--- config.mk ---
export PLATFORM = sky130hd
export DESIGN_NAME = vga_fetch_responder
export DESIGN_NICKNAME = d
export VERILOG_FILES = /design/src/rtl/vga_fetch_responder.sv
export SDC_FILE = /design/constraint.sdc
export NUM_CORES = 1
export LEC_CHECK = 0
export CORE_MARGIN = 2
export CORE_UTILIZATION = 30
export DETAILED_ROUTE_END_ITERATION = 10
export PLACE_DENSITY = 0.47
export SLEW_MARGIN = 10
export SYNTH_ARGS = -nofsm -noshare
export SYNTH_HDL_FRONTEND = slang
export SYNTH_SLANG_ARGS = --single-unit
--- constraint.sdc ---
create_clock -name clk -period 7.65 [get_ports clk]
set_input_delay 1.53 -clock clk [delete_from_list [all_inputs] [get_ports clk]]
set_output_delay 1.53 -clock clk [all_outputs]
set_load 0.1 [all_outputs]
--- src/rtl/vga_fetch_responder.sv ---
// Two-entry pixel-word buffer (current + sequential prefetch) in front of a Wishbone read master.
// Hits answer VGA combinationally; misses, preloads and prefetches go out through the VGA bus slot.
module vga_fetch_responder #(
  parameter logic [31:0] BASE_WORD = 32'h3E80,
  parameter int unsigned FB_WORDS  = 384
) (
  input  logic        clk,
  input  logic        rst,
  input  logic        vga_req,
  input  logic [31:0] vga_word_addr,
  input  logic [3:0]  vga_sel,
  input  logic [1:0]  vga_state,
  output logic [31:0] vga_data,
  output logic        vga_busy,
  output logic        bus_req,
  input  logic        grant,
  output logic        wb_cyc_o,
  output logic        wb_stb_o,
  output logic        wb_we_o,
  output logic [31:0] wb_adr_o,
  output logic [3:0]  wb_sel_o,
  input  logic [31:0] wb_dat_i,
  input  logic        wb_ack_i
);

  localparam logic [31:0] LastWord = BASE_WORD + 32'(FB_WORDS) - 32'd1;

  typedef enum logic [1:0] {StIdle, StArb, StBus} state_e;

  state_e      state_q, state_d;
  logic        cur_valid_q, cur_valid_d, nxt_valid_q, nxt_valid_d;
  logic [31:0] cur_tag_q, cur_tag_d, cur_data_q, cur_data_d;
  logic [31:0] nxt_tag_q, nxt_tag_d, nxt_data_q, nxt_data_d;
  logic [31:0] fetch_addr_q, fetch_addr_d;
  logic [3:0]  fetch_sel_q, fetch_sel_d;
  logic        fetch_is_demand_q, fetch_is_demand_d;
  logic        pf_pend_q, pf_pend_d, preload_pend_q, preload_pend_d;
  logic        discard_q, discard_d;
  logic        cyc_q;
  logic [1:0]  vga_state_q;

  logic        in_win, lookup, cur_hit, nxt_hit, miss, active, preload_evt;
  logic [31:0] pf_addr;

  assign in_win      = (vga_word_addr >= BASE_WORD) && (vga_word_addr <= LastWord);
  assign lookup      = vga_req && in_win;
  assign cur_hit     = lookup && cur_valid_q && (cur_tag_q == vga_word_addr);
  assign nxt_hit     = lookup && !cur_hit && nxt_valid_q && (nxt_tag_q == vga_word_addr);
  assign miss        = lookup && !cur_hit && !nxt_hit;
  assign active      = (vga_state != 2'd0);
  assign preload_evt = (vga_state == 2'd1) && (vga_state_q != 2'd1);
  assign pf_addr     = (cur_tag_q == LastWord) ? BASE_WORD : cur_tag_q + 32'd1;

  assign vga_busy = miss;
  assign vga_data = cur_hit ? cur_data_q : (nxt_hit ? nxt_data_q : 32'd0);
  assign bus_req  = (state_q != StIdle);
  assign wb_cyc_o = cyc_q;
  assign wb_stb_o = cyc_q;
  assign wb_we_o  = 1'b0;
  assign wb_adr_o = fetch_addr_q << 2;
  assign wb_sel_o = fetch_sel_q;

  always_comb begin
    state_d           = state_q;
    cur_valid_d       = cur_valid_q;
    cur_tag_d         = cur_tag_q;
    cur_data_d        = cur_data_q;
    nxt_valid_d       = nxt_valid_q;
    nxt_tag_d         = nxt_tag_q;
    nxt_data_d        = nxt_data_q;
    fetch_addr_d      = fetch_addr_q;
    fetch_sel_d       = fetch_sel_q;
    fetch_is_demand_d = fetch_is_demand_q;
    pf_pend_d         = pf_pend_q;
    preload_pend_d    = preload_pend_q;
    discard_d         = discard_q;

    unique case (state_q)
      StIdle: begin
        if (miss && active) begin
          state_d           = StArb;
          fetch_addr_d      = vga_word_addr;
          fetch_sel_d       = vga_sel;
          fetch_is_demand_d = 1'b1;
        end else if (preload_pend_q) begin
          state_d           = StArb;
          fetch_addr_d      = BASE_WORD;
          fetch_sel_d       = 4'hF;
          fetch_is_demand_d = 1'b0;
          preload_pend_d    = 1'b0;
        end else if (pf_pend_q && cur_valid_q && active) begin
          state_d           = StArb;
          fetch_addr_d      = pf_addr;
          fetch_sel_d       = 4'hF;
          fetch_is_demand_d = 1'b0;
          pf_pend_d         = 1'b0;
        end
      end
      StArb: begin
        // A waiting prefetch is retargeted to the demand word before it reaches the bus.
        if (miss && active && !fetch_is_demand_q) begin
          fetch_addr_d      = vga_word_addr;
          fetch_sel_d       = vga_sel;
          fetch_is_demand_d = 1'b1;
        end
        if (grant) state_d = StBus;
      end
      StBus: begin
        if (wb_ack_i) begin
          state_d   = StIdle;
          discard_d = 1'b0;
          if (!discard_q) begin
            if (fetch_is_demand_q || !cur_valid_q) begin
              cur_valid_d = 1'b1;
              cur_tag_d   = fetch_addr_q;
              cur_data_d  = wb_dat_i;
              pf_pend_d   = 1'b1;
            end else begin
              nxt_valid_d = 1'b1;
              nxt_tag_d   = fetch_addr_q;
              nxt_data_d  = wb_dat_i;
            end
          end
        end
      end
      default: state_d = StIdle;
    endcase

    if (nxt_hit) begin
      cur_valid_d = 1'b1;
      cur_tag_d   = nxt_tag_q;
      cur_data_d  = nxt_data_q;
      nxt_valid_d = 1'b0;
      pf_pend_d   = 1'b1;
    end

    // Preload invalidation overrides any fill landing on the same edge.
    if (preload_evt) begin
      cur_valid_d    = 1'b0;
      nxt_valid_d    = 1'b0;
      pf_pend_d      = 1'b0;
      preload_pend_d = 1'b1;
      discard_d      = (state_d != StIdle);
    end
  end

  always_ff @(posedge clk) begin
    if (rst) begin
      state_q           <= StIdle;
      cur_valid_q       <= 1'b0;
      cur_tag_q         <= 32'd0;
      cur_data_q        <= 32'd0;
      nxt_valid_q       <= 1'b0;
      nxt_tag_q         <= 32'd0;
      nxt_data_q        <= 32'd0;
      fetch_addr_q      <= 32'd0;
      fetch_sel_q       <= 4'd0;
      fetch_is_demand_q <= 1'b0;
      pf_pend_q         <= 1'b0;
      preload_pend_q    <= 1'b0;
      discard_q         <= 1'b0;
      cyc_q             <= 1'b0;
      vga_state_q       <= 2'd0;
    end else begin
      state_q           <= state_d;
      cur_valid_q       <= cur_valid_d;
      cur_tag_q         <= cur_tag_d;
      cur_data_q        <= cur_data_d;
      nxt_valid_q       <= nxt_valid_d;
      nxt_tag_q         <= nxt_tag_d;
      nxt_data_q        <= nxt_data_d;
      fetch_addr_q      <= fetch_addr_d;
      fetch_sel_q       <= fetch_sel_d;
      fetch_is_demand_q <= fetch_is_demand_d;
      pf_pend_q         <= pf_pend_d;
      preload_pend_q    <= preload_pend_d;
      discard_q         <= discard_d;
      cyc_q             <= (state_d == StBus);
      vga_state_q       <= vga_state;
    end
  end

endmodule

==> metrics.json, run 1 <==
{
  "run_status": "completed",
  "post-cts-setup-buffer-count": 0,
  "path_common_cell": "sky130_fd_sc_hd__nand2_1",
  "post_synth_mux_area_share_pct": 1.67,
  "drt-initial-drc-count": 479,
  "timing.critical_path.fanout_max": 83,
  "min-delay-path-class": "reg2reg",
  "synth.ff_latch_count": 175,
  "synth.cell_area_mm2": 0.00909,
  "insertion_delay_ps": 440,
  "die-height_um": 178,
  "synth_top_family_by_area": "simple AND/OR/NAND/NOR gates",
  "initial_utilization_pct": 30.6,
  "fin_setup_tns_ps": 0,
  "final_nets": 1330,
  "timing.final.crit_share_pct": 79.5,
  "post_cts.resized_instances": 0,
  "p_total_w": 0.00197,
  "ys_seq_area_share_pct": 38.5,
  "insertedDiodeCount": 0,
  "core-area_mm2": 0.0297,
  "dominant_synthesized_flop_cell": "sky130_fd_sc_hd__dfxtp_1",
  "place.gp.congestion": 0.891,
  "synth_compound_area_share_pct": 16.9,
  "areaGrowthSynthToFinish_pct": 21.7,
  "final-setup-viol-count": 0,
  "postSynthCellCount": 1193,
  "ys_top_cells_by_area": "sky130_fd_sc_hd__dfxtp_1 39%, sky130_fd_sc_hd__nand2_1 17%, sky130_fd_sc_hd__a21oi_1 7.2%, sky130_fd_sc_hd__xnor2_1 6.8%, sky130_fd_sc_hd__a21o_1 3.5%",
  "setup_clock_skew_after_layout_ps": 17.6,
  "filler_cell_count": 3132,
  "cts_hold_buffers": 0,
  "grt.overflow.total": 0,
  "worst_hold_slack_ps": 457,
  "drt_pre_antenna_iters": 5,
  "worst_setup_path_start_kind": "primary input",
  "crit_path_top_delay_cell": "sky130_fd_sc_hd__or4_1",
  "grt_first_pass_wirelength_mm": 47.0,
  "grt_setup_unrepaired": "false",
  "post_route_cells_drive_above_1_share_pct": 9.00,
  "finalCriticalPeriod_ps": 6080,
  "detail_route.wirelength_mm": 30.4,
  "transition_time_at_the_pin_with_the_least_slew_margin_ps": 1130,
  "post-synth-top-area-cell": "sky130_fd_sc_hd__dfxtp_1",
  "number_of_top_level_pins": 148,
  "yosys.area.top_type_share_pct": 38.5,
  "ctsRootBufferMaster": "sky130_fd_sc_hd__clkbuf_16",
  "clock_sink_count": 175,
  "detailroute.via_count": 8344,
  "leakage_nw": 3.80,
  "floorplan.rows": 63,
  "critical_path.n_buffers_inverters": 3,
  "ir_worst_vdd_mv": 0.143,
  "post_synth_edffs": 0,
  "crit_path_end_kind": "output pin",
  "slowest_delay_ps": 640,
  "max_cap_violations": 0,
  "grt_usage_pct": 19.3,
  "synth.distinct_cells": 65,
  "synth-async-reset-ratio_pct": 0,
  "synth_fa_ha_area_share_pct": 0.138,
  "ys.warnings.count": 0,
  "die_width_um": 178,
  "post_drt_wl_per_cell_um": 18.3,
  "hold_viol_final": 0,
  "yosys.area_share.simple_pct": 26.6,
  "syn_area_per_cell_um2": 7.62,
  "via_cell_ratio": 5.04,
  "antenna_found_initial": 0,
  "critPathKind": "in2out",
  "critical_path_required_ps": 6120,
  "cts.reportedPaths.clkPinSlew_ps": 70,
  "cp.arrival_ps": 4550,
  "total_cts_buffers": 17,
  "post_synth_xor_area_fraction_pct": 9.37,
  "finalMaxSlewViolations": 0,
  "total_power_per_unit_cell_area_mw_per_mm2": 178,
  "max_clock_freq_ghz": 0.164,
  "cp_cell_sequence": "clkdlybuf4s50_1 -> xnor2_1 -> nand4_1 -> or4_1 -> nor4_1 -> and3_2 -> buf_12 -> nand2_1 -> nand2_1 -> buf_4",
  "synth_top_cells_by_count": "404 x sky130_fd_sc_hd__nand2_1, 175 x sky130_fd_sc_hd__dfxtp_1, 130 x sky130_fd_sc_hd__a21oi_1",
  "cts-root-to-sink-buffers": 2,
  "cts_tree": "built",
  "floorplan.die_area_mm2": 0.0317,
  "port_buffers": 144,
  "vias_in_the_first_global_route": 8029,
  "postRouteAntennaNets": 0,
  "cts_max_level": 4,
  "drt_drc_violations_left": 0,
  "hpwlAfterDp_mm": 20.9,
  "worst_slew_margin_rel_pct": 25.0,
  "post-synth-top-count-cell": "sky130_fd_sc_hd__nand2_1",
  "pin_count_of_the_biggest_net_entering_global_routing": 84,
  "crit_family": "simple AND/OR/NAND/NOR gates"
}
==> worst paths after layout <==
| check | startpoint | end | slack [ps] | cells past startpoint |
|---|---|---|---|---|
| setup reg to reg | nxt_tag_q[0] | fetch_addr_q[17] | 4080 | 7 |
| setup / recovery | vga_word_addr[1] | vga_data[20] | 1570 | 10 |
| hold / removal | nxt_data_q[2] | nxt_data_q[2] | 460 | 2 |
| hold reg to reg | nxt_data_q[2] | nxt_data_q[2] | 460 | 2 |
==> worst register-to-register path, delay by kind of cell (launching register included) <==
family	cells	cell delay (ps)
mux	1	280
flops	1	350
xor+xnor	1	350
compound gates	2	1520
simple gates	3	990
==> kinds of logic (layout without fill, tap and decap cells) <==
logic type,Yosys count,in the layout
DFF,175,175
and+or+nand+nor,554,554
AOI/OAI and AO/OA,233,233
other,1,3
muxes,15,15
buffers and inverters,121,193
xor gates and xnor gates,93,93
adders and majority gates,1,1
==> area by class of cell <==
| type | instances | area [µm²] | area share [%] |
|---|---|---|---|
| tap | 390 | 488 | 4.41 |
| clock buffer | 18 | 439 | 3.97 |
| inverter | 6 | 22.5 | 0.204 |
| multi-input combinational | 899 | 5010 | 45.3 |
| clock inverter | 14 | 145 | 1.31 |
| sequential | 175 | 3500 | 31.7 |
| timing repair buffer | 155 | 1450 | 13.1 |
==> per-layer routing <==
metal | track usage (%) | share of wire [%]
met2 | 31.8 | 46
met3 | 2.28 | 4.3
met4 | 5.36 | 1.7
met5 | 0 | 0
met1 | 26.5 | 48
==> metrics by stage <==
step	setup WS (ps)	util (%)	instances	area (µm²)
finish	1570	37.2	1657	11100
CTS	1570	37.2	1657	11100
detailed placement	1570	35.3	1625	10500
floorplan	2120	-	1195	9100
global route	1400	37.2	1657	11100
global placement	1570	35.2	1625	10500
==> sequential cells by signal (all words and copies together) (netlist names) <==
register	count
nxt_valid_q	1
cur_data_q	32
fetch_addr_q	32
wb_sel_o	4
cur_valid_q	1
state_q	2
preload_pend_q	1
cur_tag_q	32
nxt_tag_q	32
nxt_data_q	32
vga_state_q	2
wb_cyc_o	1
pf_pend_q	1
fetch_is_demand_q	1
discard_q	1
==> where the power goes <==
group | leakage (nW) | switching, W | internal (W) | total [W]
clock | 0.281 | 0.000436 | 0.000444 | 0.000880
sequential | 1.41 | 0.00000512 | 0.000915 | 0.000920
combinational | 2.11 | 0.000107 | 0.0000653 | 0.000173
total | 3.80 | 0.000548 | 0.00142 | 0.00197
==> cell usage in the layout, fill, tap and decap left out, types with 9 or more instances in the layout <==
master and count:
sky130_fd_sc_hd__nor2_1 28, sky130_fd_sc_hd__clkdlybuf4s50_1 110, sky130_fd_sc_hd__dfxtp_1 175, sky130_fd_sc_hd__xor2_1 17, sky130_fd_sc_hd__nand3_1 14, sky130_fd_sc_hd__a21o_1 42
sky130_fd_sc_hd__nor4_1 14, sky130_fd_sc_hd__clkbuf_16 17, sky130_fd_sc_hd__xnor2_1 71, sky130_fd_sc_hd__nand4_1 36, sky130_fd_sc_hd__buf_4 44, sky130_fd_sc_hd__a21oi_1 129
sky130_fd_sc_hd__nor3_1 11, sky130_fd_sc_hd__nand2_1 402, sky130_fd_sc_hd__nor2b_1 9, sky130_fd_sc_hd__mux2i_1 14
No activity file was read; power rests on OpenSTA's default activity.
==> run 2: changes to the inputs <==
--- a/config.mk
+++ b/config.mk
@@ -8,7 +8,7 @@
 export CORE_MARGIN = 2
 export CORE_UTILIZATION = 30
 export DETAILED_ROUTE_END_ITERATION = 10
-export PLACE_DENSITY = 0.47
+export PLACE_DENSITY = 0.49
 export SLEW_MARGIN = 10
 export SYNTH_ARGS = -nofsm -noshare
 export SYNTH_HDL_FRONTEND = slang
==> constraint.sdc (replaced) <==
create_clock -name clk -period 5.5 [get_ports clk]
set_input_delay 1.1 -clock clk [delete_from_list [all_inputs] [get_ports clk]]
set_output_delay 1.1 -clock clk [all_outputs]
set_load 0.1 [all_outputs]
==> metrics.json, run 2 (synthesis gave the netlist of run 1 again) <==
{
  "post_route_cells_drive_above_1_share": {"value": 9.63, "unit": "%", "change": "+0.63 points"},
  "drt_drc_violations_left": {"value": 0, "change": "unchanged"},
  "drt-initial-drc-count": {"value": 461, "change": "-3.8%"},
  "number_of_top_level_pins": {"value": 148, "change": "unchanged"},
  "die-height": {"value": 178, "unit": "µm", "change": "unchanged"},
  "post-route-cell-area": {"value": 0.0116, "unit": "mm²", "change": "+4.5%"},
  "post_drt_wl_per_cell": {"value": 18.2, "unit": "µm", "change": "-0.59%"},
  "critical_path_required": {"value": 4400, "unit": "ps", "change": "-1720 ps"},
  "timing.final.crit_share_pct": 95.9,
  "final_util": {"value": 38.9, "unit": "%", "change": "+1.7 points"},
  "fin_cells": {"value": 1667, "change": "+0.60%"},
  "core-area": {"value": 0.0297, "unit": "mm²", "change": "unchanged"},
  "ir_worst_vdd": {"value": 0.196, "unit": "mV", "change": "+37%"},
  "worst_slew_margin_rel": {"value": 29.3, "unit": "%", "change": "+4.3 points"},
  "finalCriticalPeriod_ps": 5270,
  "transition_time_at_the_pin_with_the_least_slew_margin": {"value": 1060, "unit": "ps", "change": "-68.1 ps"},
  "timing.critical_path.fanout_max": {"value": 55, "change": "-34%"},
  "place.gp.congestion": {"value": 0.967, "change": "+8.6%"},
  "grt.overflow.total": {"value": 0, "change": "unchanged"},
  "detail_route.wirelength": {"value": 30.4, "unit": "mm", "change": "about the same"},
  "grt_setup_unrepaired": "false",
  "max_clock_freq_ghz": 0.190,
  "insertedDiodeCount": {"value": 0, "change": "unchanged"},
  "hpwlAfterDp": {"value": 21.6, "unit": "mm", "change": "+3.3%"},
  "areaGrowthSynthToFinish_pct": 27.2,
  "cts_max_level": {"value": 4, "change": "unchanged"},
  "fin_setup_tns": {"value": 0, "unit": "ps", "change": "unchanged"},
  "leakage": {"value": 3.93, "unit": "nW", "change": "+3.5%"},
  "drt_pre_antenna_iters": {"value": 4, "change": "-1"},
  "setup_clock_skew_after_layout": {"value": 12.7, "unit": "ps", "change": "-4.86 ps"},
  "die_width": {"value": 178, "unit": "µm", "change": "unchanged"},
  "total_power_per_unit_cell_area": {"value": 241, "unit": "mW/mm²", "change": "+35%"},
  "placed_area": {"value": 0.0110, "unit": "mm²", "change": "+4.6%"},
  "total_cts_buffers": {"value": 17, "change": "unchanged"},
  "initial_utilization": {"value": 30.6, "unit": "%", "change": "unchanged"},
  "vias_in_the_first_global_route": {"value": 8035, "change": "+0.075%"},
  "run_status": "completed",
  "grt_first_pass_wirelength": {"value": 46.8, "unit": "mm", "change": "-0.23%"},
  "postRouteAntennaNets": {"value": 0, "change": "unchanged"},
  "max_cap_violations": {"value": 0, "change": "unchanged"},
  "layout.cells.most_common_list": "402 x sky130_fd_sc_hd__nand2_1, 175 x sky130_fd_sc_hd__dfxtp_1, 130 x sky130_fd_sc_hd__a21oi_1",
  "crit_path_end_kind": "output pin",
  "filler_cell_count": {"value": 3067, "change": "-2.1%"},
  "cts_tree": "built",
  "grt_usage": {"value": 19.3, "unit": "%", "change": "about the same"},
  "floorplan.die_area": {"value": 0.0317, "unit": "mm²", "change": "unchanged"},
  "clock_sink_count": {"value": 175, "change": "unchanged"},
  "pin_count_of_the_biggest_net_entering_global_routing": {"value": 79, "change": "-6.0%"},
  "port_buffers": {"value": 144, "change": "unchanged"},
  "worst_hold_slack": {"value": 459, "unit": "ps", "change": "+1.65 ps"},
  "worst_setup_path_start_kind": "primary input",
  "via_cell_ratio": {"value": 5.07, "change": "+0.67%"},
  "critPathKind": "in2out",
  "ctsRootBufferMaster": "sky130_fd_sc_hd__clkbuf_16",
  "hold_viol_final": {"value": 0, "change": "unchanged"},
  "final-setup-viol-count": {"value": 0, "change": "unchanged"},
  "min-delay-path-class": "reg2reg",
  "floorplan.rows": {"value": 63, "change": "unchanged"},
  "antenna_found_initial": {"value": 0, "change": "unchanged"},
  "insertion_delay": {"value": 440, "unit": "ps", "change": "about the same"},
  "finalMaxSlewViolations": {"value": 0, "change": "unchanged"},
  "cts.reportedPaths.clkPinSlew": {"value": 70, "unit": "ps", "change": "about the same"},
  "post-cts-setup-buffer-count": {"value": 0, "change": "unchanged"},
  "detailroute.via_count": {"value": 8451, "change": "+1.3%"},
  "cp.arrival": {"value": 4170, "unit": "ps", "change": "-380 ps"},
  "final_nets": {"value": 1340, "change": "+0.75%"},
  "cts-root-to-sink-buffers": {"value": 2, "change": "unchanged"},
  "final_common_cell": "sky130_fd_sc_hd__nand2_1",
  "placed_cells_incl_taps": {"value": 1635, "change": "+0.62%"}
}
-- run 2: repair_timing --
item,CTS,global route
setup endpoints to repair,0,29
resized for setup,0,1
hold buffers,0,0
-- run 2: metrics by stage --
stage          total power, W  setup slack, ps
2_1_floorplan         0.00144              825
3_3_place_gp          0.00155              172
3_5_place_dp          0.00155              155
4_1_cts               0.00282              155
5_1_grt               0.00289             79.7
6_report              0.00279              228
-- run 2: worst max-delay path: stages --
cell	delay [ps]
sky130_fd_sc_hd__clkdlybuf4s50_1	500
sky130_fd_sc_hd__xnor2_1	410
sky130_fd_sc_hd__nand4_1	130
sky130_fd_sc_hd__or4_1	640
sky130_fd_sc_hd__nor4_1	240
sky130_fd_sc_hd__and3_2	390
sky130_fd_sc_hd__buf_12	280
sky130_fd_sc_hd__nand2_1	120
sky130_fd_sc_hd__nand2_1	120
sky130_fd_sc_hd__buf_12	180
-- run 2: report_power, final --
part / switching, W / internal [W] / leakage, nW
registers: 0.00000726 / 0.00127 / 1.41
logic: 0.000147 / 0.0000931 / 2.23
clock network: 0.000580 / 0.000687 / 0.287
-- run 2: cell type report --
class	count	area [µm²]	share of cell area, %
timing repair buffer	165	1940	16.8
multi-input combinational	899	5010	43.4
clock buffer	18	429	3.71
tap	390	488	4.22
sequential	175	3500	30.3
inverter	6	22.5	0.195
clock inverter	14	168	1.45
-- run 2: path summary, 6_finish.rpt --
path	start	endpoint	slack (ps)	depth (start not counted)
worst max-delay path	vga_word_addr[1]	vga_data[5]	230	10
worst max register to register	nxt_tag_q[1]	cur_tag_q[17]	2150	8
worst min register to register	nxt_data_q[30]	nxt_data_q[30]	460	2
worst min-delay path	nxt_data_q[30]	nxt_data_q[30]	460	2
-- run 2: metal layers --
layer | wire (µm) | up-vias | track usage (%)
met5 | 0 | - | 0
met4 | 588 | 0 | 5.94
met3 | 1250 | 35 | 3.24
met2 | 14300 | 192 | 31.5
met1 | 14200 | 4076 | 26.0
li1 | - | 4148 | -
